$ cat config.mk
export PLATFORM = sky130hd
export DESIGN_NAME = pwm_multicanal
export DESIGN_NICKNAME = d
export VERILOG_FILES = /design/src/rtl/pwm_multicanal.sv
export SDC_FILE = /design/constraint.sdc
export NUM_CORES = 1
export LEC_CHECK = 0
export ABC_AREA = 0
export CAP_MARGIN = 20
export CORE_UTILIZATION = 64
export DETAILED_ROUTE_END_ITERATION = 10
export DONT_BUFFER_PORTS = 1
export PLACE_DENSITY_LB_ADDON = 0.2
export SLEW_MARGIN = 20
export SYNTH_ARGS = -nofsm -noshare
export SYNTH_HDL_FRONTEND = slang
export SYNTH_SLANG_ARGS = --single-unit
$ cat constraint.sdc
create_clock -name clock -period 7.9 [get_ports clock]
set_input_delay 1.58 -clock clock [delete_from_list [all_inputs] [get_ports clock]]
set_output_delay 1.58 -clock clock [all_outputs]
set_load 0.02 [all_outputs]
$ cat src/rtl/pwm_multicanal.sv
// pwm_multicanal: multi-channel PWM with clamped, double-buffered duty, edge/center alignment and period tick
module pwm_multicanal #(
  parameter int NUM_CH = 4,
  parameter int CNT_W = 20,
  parameter int PERIOD = 1000000,
  parameter int DUTY_MAX = 125000,
  parameter int DUTY_RST = 75000,
  parameter bit CENTER = 1'b0,
  localparam int CH_W = NUM_CH > 1 ? $clog2(NUM_CH) : 1
) (
  input  logic              clock,
  input  logic              reset,
  input  logic              enable,
  input  logic              wr_en,
  input  logic [CH_W-1:0]   wr_ch,
  input  logic [CNT_W-1:0]  wr_duty,
  output logic              wr_ack,
  output logic              clamp,
  output logic              period_tick,
  output logic [NUM_CH-1:0] pwm,
  output logic [NUM_CH-1:0] db_pwm
);
  localparam logic [CNT_W-1:0] PER = CNT_W'(PERIOD);
  localparam logic [CNT_W-1:0] LAST = CNT_W'(PERIOD - 1);
  localparam logic [CNT_W-1:0] DMAX = CNT_W'(DUTY_MAX);
  localparam logic [CNT_W-1:0] DRST = CNT_W'(DUTY_RST);
  localparam logic [CNT_W-1:0] SRST = CNT_W'((PERIOD - DUTY_RST) / 2);
  localparam logic [CH_W:0] NCH = (CH_W + 1)'(NUM_CH);
  logic [CNT_W-1:0] cnt;
  logic [CNT_W-1:0] wr_val;
  logic [NUM_CH-1:0] raw;
  logic wrap;
  logic wr_ok;
  logic over;
  assign wrap = enable && cnt == LAST;
  assign wr_ok = wr_en && {1'b0, wr_ch} < NCH;
  assign over = wr_duty > DMAX;
  assign wr_val = over ? DMAX : wr_duty;
  always_ff @(posedge clock or posedge reset)
    if (reset) begin
      cnt <= '0;
      period_tick <= 1'b0;
      wr_ack <= 1'b0;
      clamp <= 1'b0;
      pwm <= '0;
      db_pwm <= '0;
    end else begin
      cnt <= enable && cnt != LAST ? cnt + 1'b1 : '0;
      period_tick <= wrap;
      wr_ack <= wr_ok;
      clamp <= wr_ok && over;
      pwm <= enable ? raw : '0;
      db_pwm <= enable ? raw : '0;
    end
  for (genvar c = 0; c < NUM_CH; c++) begin : g_ch
    logic [CNT_W-1:0] shadow;
    logic [CNT_W-1:0] active;
    logic [CNT_W-1:0] start;
    // active/start only move at the wrap (or while stopped) so a pulse is never cut or stretched
    always_ff @(posedge clock or posedge reset)
      if (reset) begin
        shadow <= DRST;
        active <= DRST;
        start <= SRST;
      end else begin
        if (!enable || wrap) begin
          active <= shadow;
          start <= (PER - shadow) >> 1;
        end
        if (wr_ok && wr_ch == CH_W'(c)) shadow <= wr_val;
      end
    assign raw[c] = CENTER ? cnt >= start && cnt < start + active : cnt < active;
  end
endmodule
### After elaboration in Yosys (flattened, before gate mapping)

Cells that the tools add are included.

| cells by class | value |
|---|---|
| $add $sub $neg | 1 |
| magnitude comparators | 5 |
| reductions and logical operators | 10 |
| muxes and demuxes | 3 |
| equal/unequal tests | 5 |

Operators by type and width:

| cell | number |
|---|---|
| $lt A20 B20 Y1 | 4 |
| $mux W20 | 2 |
| $add A20 B1 Y20 const B | 1 |
| $eq A20 B20 Y1 const B | 1 |
| $gt A20 B17 Y1 const B | 1 |
| $ne A20 B20 Y1 const B | 1 |
| $logic_and A1 B1 Y1 | 7 |
| $eq A2 B2 Y1 const B | 2 |
| $mux W4 | 1 |
| $eq A2 B1 Y1 const B | 1 |
| $logic_not A2 Y1 | 1 |
| $logic_not A1 Y1 | 1 |
| $logic_or A1 B1 Y1 | 1 |

| word-level totals | value |
|---|---|
| flip-flop bits (word level) | 187 |
| output and inout bits | 11 |

### Depth between registers and ports, before layout

| depth | value |
|---|---|
| depth after elaboration | 3 |
| gate-level depth with buffers | 8 |
| gate-level depth less buffers | 7 |

### Least setup slack after synthesis

Ideal clock, no wire load.

| path | value |
|---|---|
| path kind | in2reg |
| from | input port wr_duty[18] |
| to | register g_ch[1].shadow[14] |
| setup time | 0.137 ns |
| path slack | 4.810 ns |
| data arrival time | 2.953 ns |
| data required time | 7.763 ns |
| cell stages on the path | 5 |
| path buffers | 1 |
| cells stage by stage | or3_1 > or4_1 > clkbuf_1 > a21oi_1 > a21oi_1 |

| between the ends | value |
|---|---|
| word-level cells in the longest chain between the ends | 2 |

Ends and longest elaborated chain:

| item | RTL line | RTL |
|---|---|---|
| from (decl) | 16 | `input logic [CNT_W-1:0] wr_duty,` |
| $gt A20 B17 Y1 | 37 | `assign over = wr_duty > DMAX;` |
| $mux W20 | 38 | `assign wr_val = over ? DMAX : wr_duty;` |
| to (signal assigned) | 70 | `if (wr_ok && wr_ch == CH_W'(c)) shadow <= wr_val;` |
| to (decl) | 56 | `logic [CNT_W-1:0] shadow;` |

No other way between the ends.
A chain may end at the register's enable or synchronous reset.

### Final worst setup path

| path | value |
|---|---|
| from | register cnt[1] |
| to | register g_ch[3].active[2] |

| between the ends | value |
|---|---|
| word-level cells in the longest chain between the ends | 3 |

Ends and longest elaborated chain:

| item | RTL line | RTL |
|---|---|---|
| from (decl) | 29 | `logic [CNT_W-1:0] cnt;` |
| from (signal assigned) | 48 | `cnt <= enable && cnt != LAST ? cnt + 1'b1 : '0;` |
| $eq A20 B20 Y1 | 35 | `assign wrap = enable && cnt == LAST;` |
| $logic_and A1 B1 Y1 | 35 |  |
| $logic_or A1 B1 Y1 | 66 | `if (!enable \|\| wrap) begin` |
| to (signal assigned) | 67 | `active <= shadow;` |
| to (decl) | 57 | `logic [CNT_W-1:0] active;` |

No other way between the ends.

==> results.yml <==
worst_setup_path:
  slowest_stage: "buf_4"
  startpoint: "cnt[1]$_DFF_PP0_"
  rrSetupSlack_ns: 5.03
  cp_top_family: "simple AND/OR/NAND/NOR gates"
  critPathKind: "reg2reg"
  required_ns: 8.21
  crit_buf_inv: 1
  cpPeakStageDelay_ns: 0.62
  path_cells: "ha_1 -> and4_1 -> nand2_1 -> or3_1 -> o21ai_4 -> buf_4 -> mux2_2"
  r2r_cells: 7
  arrival_ns: 3.18
  critPathCaptureType: "register"
  cp.depth: 7
  r2r_end: "g_ch[3].active[2]$_DFFE_PP0P_"
  startpoint_type: "register"
  worstReg2RegStart: "cnt[1]$_DFF_PP0_"
  cp_max_fo: 60
  endpoint: "g_ch[3].active[2]$_DFFE_PP0P_"
sta:
  hold_viol_final: 0
  worst_slew_pin_slew_ns: 1.009
  rsz0062_at_grt: "no"
  min_period_ns: 2.869
  finalMaxSlewViolations: 0
  clock_skew_ns: 0.006246
  max-slew-margin-rel: 0.3249
  fmax_mhz: 348.6
  tns_ns: 0
  finalCritPeriodShare: 0.3631
  setup_slack_ns: 5.031
  setup_viol: 0
grt:
  grt_usage: 0.2809
  antenna_found_initial: 1
  grt_overflow: 0
  grt_pass1_vias: 6054
  grt_first_pass_wirelength_mm: 30.91
  grt_max_degree: 121
detailed_routing:
  first_iter_violations: 418
  drt_pass1_iterations: 5
  ant_nets: 0
  drt-vias-per-instance: 5.968
  wl_per_cell_um: 18.72
  remaining_drc_errors: 0
  vias: 6046
  wl_mm: 18.97
cells_and_area:
  finalInstanceArea_sq_mm: 0.009734
  num_antenna_cells: 0
  fillers: 921
  nets: 923
  drive_gt1_frac: 0.2089
  area_delta_synth_final_pct: 7.667
  final_cells: 1013
clocking:
  postCtsSetupRepairBufs: 0
  cts_resized: 0
  h-tree-depth: 4
  clock-root-buffer: "clkbuf_16"
  cts_buffers: 17
  hold_buffers: 0
  clockBufferDepth: 2
  clkSinkCount: 187
  cts.clk_slew.worst_paths_ns: 0.06
  insertion_delay_ns: 0.43
  cts_tree: "built"
synth:
  synth-warning-count: 0
  syn_inst: 823
  syn_area_sq_mm: 0.009041
  syn_nets: 926
  seq_area_frac_synth: 0.5264
  synth_cell_types: 41
  ys.flop_type: "dfrtp_1"
  synth_area_per_cell_sq_um: 10.99
  synth-edff-count: 0
  synthArstFlopShare: 1.000
  synth_seq_cells: 187
power_and_ir_drop:
  netSwitchingFraction: 0.2383
  p_per_area_mw_per_mm2: 208.4
  clkPwrFrac: 0.404
  p_int_uw: 1545
  p_comb_frac: 0.075
  p_leak_uw: 0.004538
  ir_drop_mv: 0.1489
  power_frac_seq: 0.521
  switchingPower_uw: 483.5
placement:
  dp_hpwl_mm: 13.52
  place_ws_ns: 4.585
  gp_congestion: 0.9242
  placed_area_sq_mm: 0.009158
  place_inst: 980
  port_buffers: 0
outcome:
  status: "completed"
die:
  die-area_sq_mm: 0.01461
  start_util: 0.6539
  die_w_um: 120.9
  ioPinCount: 37
  die_height_um: 120.9
  row_count: 43
  core_area_sq_mm: 0.01383
flow_run:
  drv_cap: 0
min_path:
  min_path_type: "reg2reg"
==> layout by cell type (no fill, tap or decap), drive strengths merged, types with 5 or more instances in the layout <==
| master | synthesis | layout |
|---|---|---|
| xnor2 | 6 | 6 |
| xor2 | 12 | 12 |
| o21ai | 55 | 55 |
| clkbuf | 13 | 23 |
| nand3 | 12 | 12 |
| mux2 | 80 | 80 |
| nand2 | 68 | 68 |
| and2 | 12 | 12 |
| or4 | 6 | 6 |
| dfstp | 64 | 64 |
| a21o | 12 | 12 |
| buf | 14 | 5 |
| dfrtp | 123 | 123 |
| ha | 77 | 77 |
| nor4 | 5 | 5 |
| inv | 82 | 86 |
| a21oi | 56 | 56 |
| nor2 | 62 | 62 |
| nand4 | 19 | 19 |
==> cells by family (layout without fill, tap and decap cells) <==
family,Yosys count,in the layout,share of synthesized area
muxes,80,80,0.09964
DFF,187,187,0.5264
buffers and inverters,109,119,0.04996
adders and majority gates,77,77,0.1066
and+or+nand+nor,206,206,0.1070
AOI/OAI and AO/OA,146,146,0.09300
xor gates and xnor gates,18,18,0.01744
==> synth_stat cells, types with 12 or more instances <==
| library cell | number | share of area |
|---|---|---|
| a21o_1 | 12 | 0.010 |
| a21oi_1 | 56 | 0.031 |
| and2_1 | 12 | 0.0083 |
| clkbuf_1 | 13 | 0.0054 |
| dfrtp_1 | 123 | 0.34 |
| dfstp_2 | 64 | 0.19 |
| ha_1 | 77 | 0.11 |
| inv_1 | 82 | 0.034 |
| mux2_2 | 73 | 0.091 |
| nand2_1 | 68 | 0.028 |
| nand3_1 | 12 | 0.0066 |
| nand4_1 | 19 | 0.013 |
| nor2_1 | 62 | 0.026 |
| o21ai_0 | 54 | 0.030 |
| xor2_1 | 12 | 0.012 |
==> per-layer routing <==
layer,wire length [um],share of wire,vias to the layer above,track usage
met5,0,0,-,0
met4,366,0.019,0,0.1096
met3,921,0.049,27,0.05216
met2,8755,0.46,150,0.4239
met1,8921,0.47,3042,0.4045
li1,-,-,2827,-
==> layout make-up <==
type                            instances  area [sq um]  area share
Clock buffer                           23         479.2     0.04923
Clock inverter                          9         83.83    0.008612
Inverter                               82         315.3     0.03239
Timing Repair Buffer                    5         41.29    0.004242
Multi-Input combinational cell        527          3830      0.3934
Tap cell                              180         225.2     0.02314
Sequential cell                       187          4760      0.4889
==> power groups by stage <==
stage	clock (uW)	combinational, uW	sequential [uW]
global route	871	173	1060
finish	819	153	1060
floorplan	0	123	1060
global placement	0	146	1070
detailed placement	0	153	1070
CTS	831	154	1060
==> registers in the layout (all words and copies together) (netlist names) <==
name and count:
period_tick 1, wr_ack 1, clamp 1, g_ch.shadow 80, cnt 20, db_pwm 4, g_ch.active 80
==> through the flow <==
step                      total power (uW)  hold WS [ns]    util
after detailed placement              1225        0.4663  0.6623
final                                 2029        0.4775  0.7040
after CTS                             2042        0.4806  0.7030
after global routing                  2107        0.4998  0.7040
after global placement                1215        0.4559  0.6623
after floorplan                       1180        0.4444       -
==> worst min-delay path: cells and delay by family (launching register included) <==
kind            cells  cell delay, ns
simple gates        1            0.04
compound gates      1            0.06
flops               1            0.34
==> worst min path at each step <==
stage                                  start                       endpoint  slack [ns]  cells after the start
6_report       g_ch[3].shadow[9]$_DFFE_PP0P_  g_ch[3].shadow[9]$_DFFE_PP0P_        0.48                      2
5_1_grt        g_ch[3].shadow[9]$_DFFE_PP0P_  g_ch[3].shadow[9]$_DFFE_PP0P_        0.50                      2
4_1_cts        g_ch[3].shadow[9]$_DFFE_PP0P_  g_ch[3].shadow[9]$_DFFE_PP0P_        0.48                      2
3_5_place_dp   g_ch[3].shadow[9]$_DFFE_PP0P_  g_ch[3].shadow[9]$_DFFE_PP0P_        0.47                      2
3_3_place_gp   g_ch[1].shadow[2]$_DFFE_PP0P_  g_ch[1].shadow[2]$_DFFE_PP0P_        0.46                      2
2_1_floorplan  g_ch[0].shadow[0]$_DFFE_PP0P_  g_ch[0].shadow[0]$_DFFE_PP0P_        0.44                      2
Note: power is estimated with default switching activity, not from simulation.
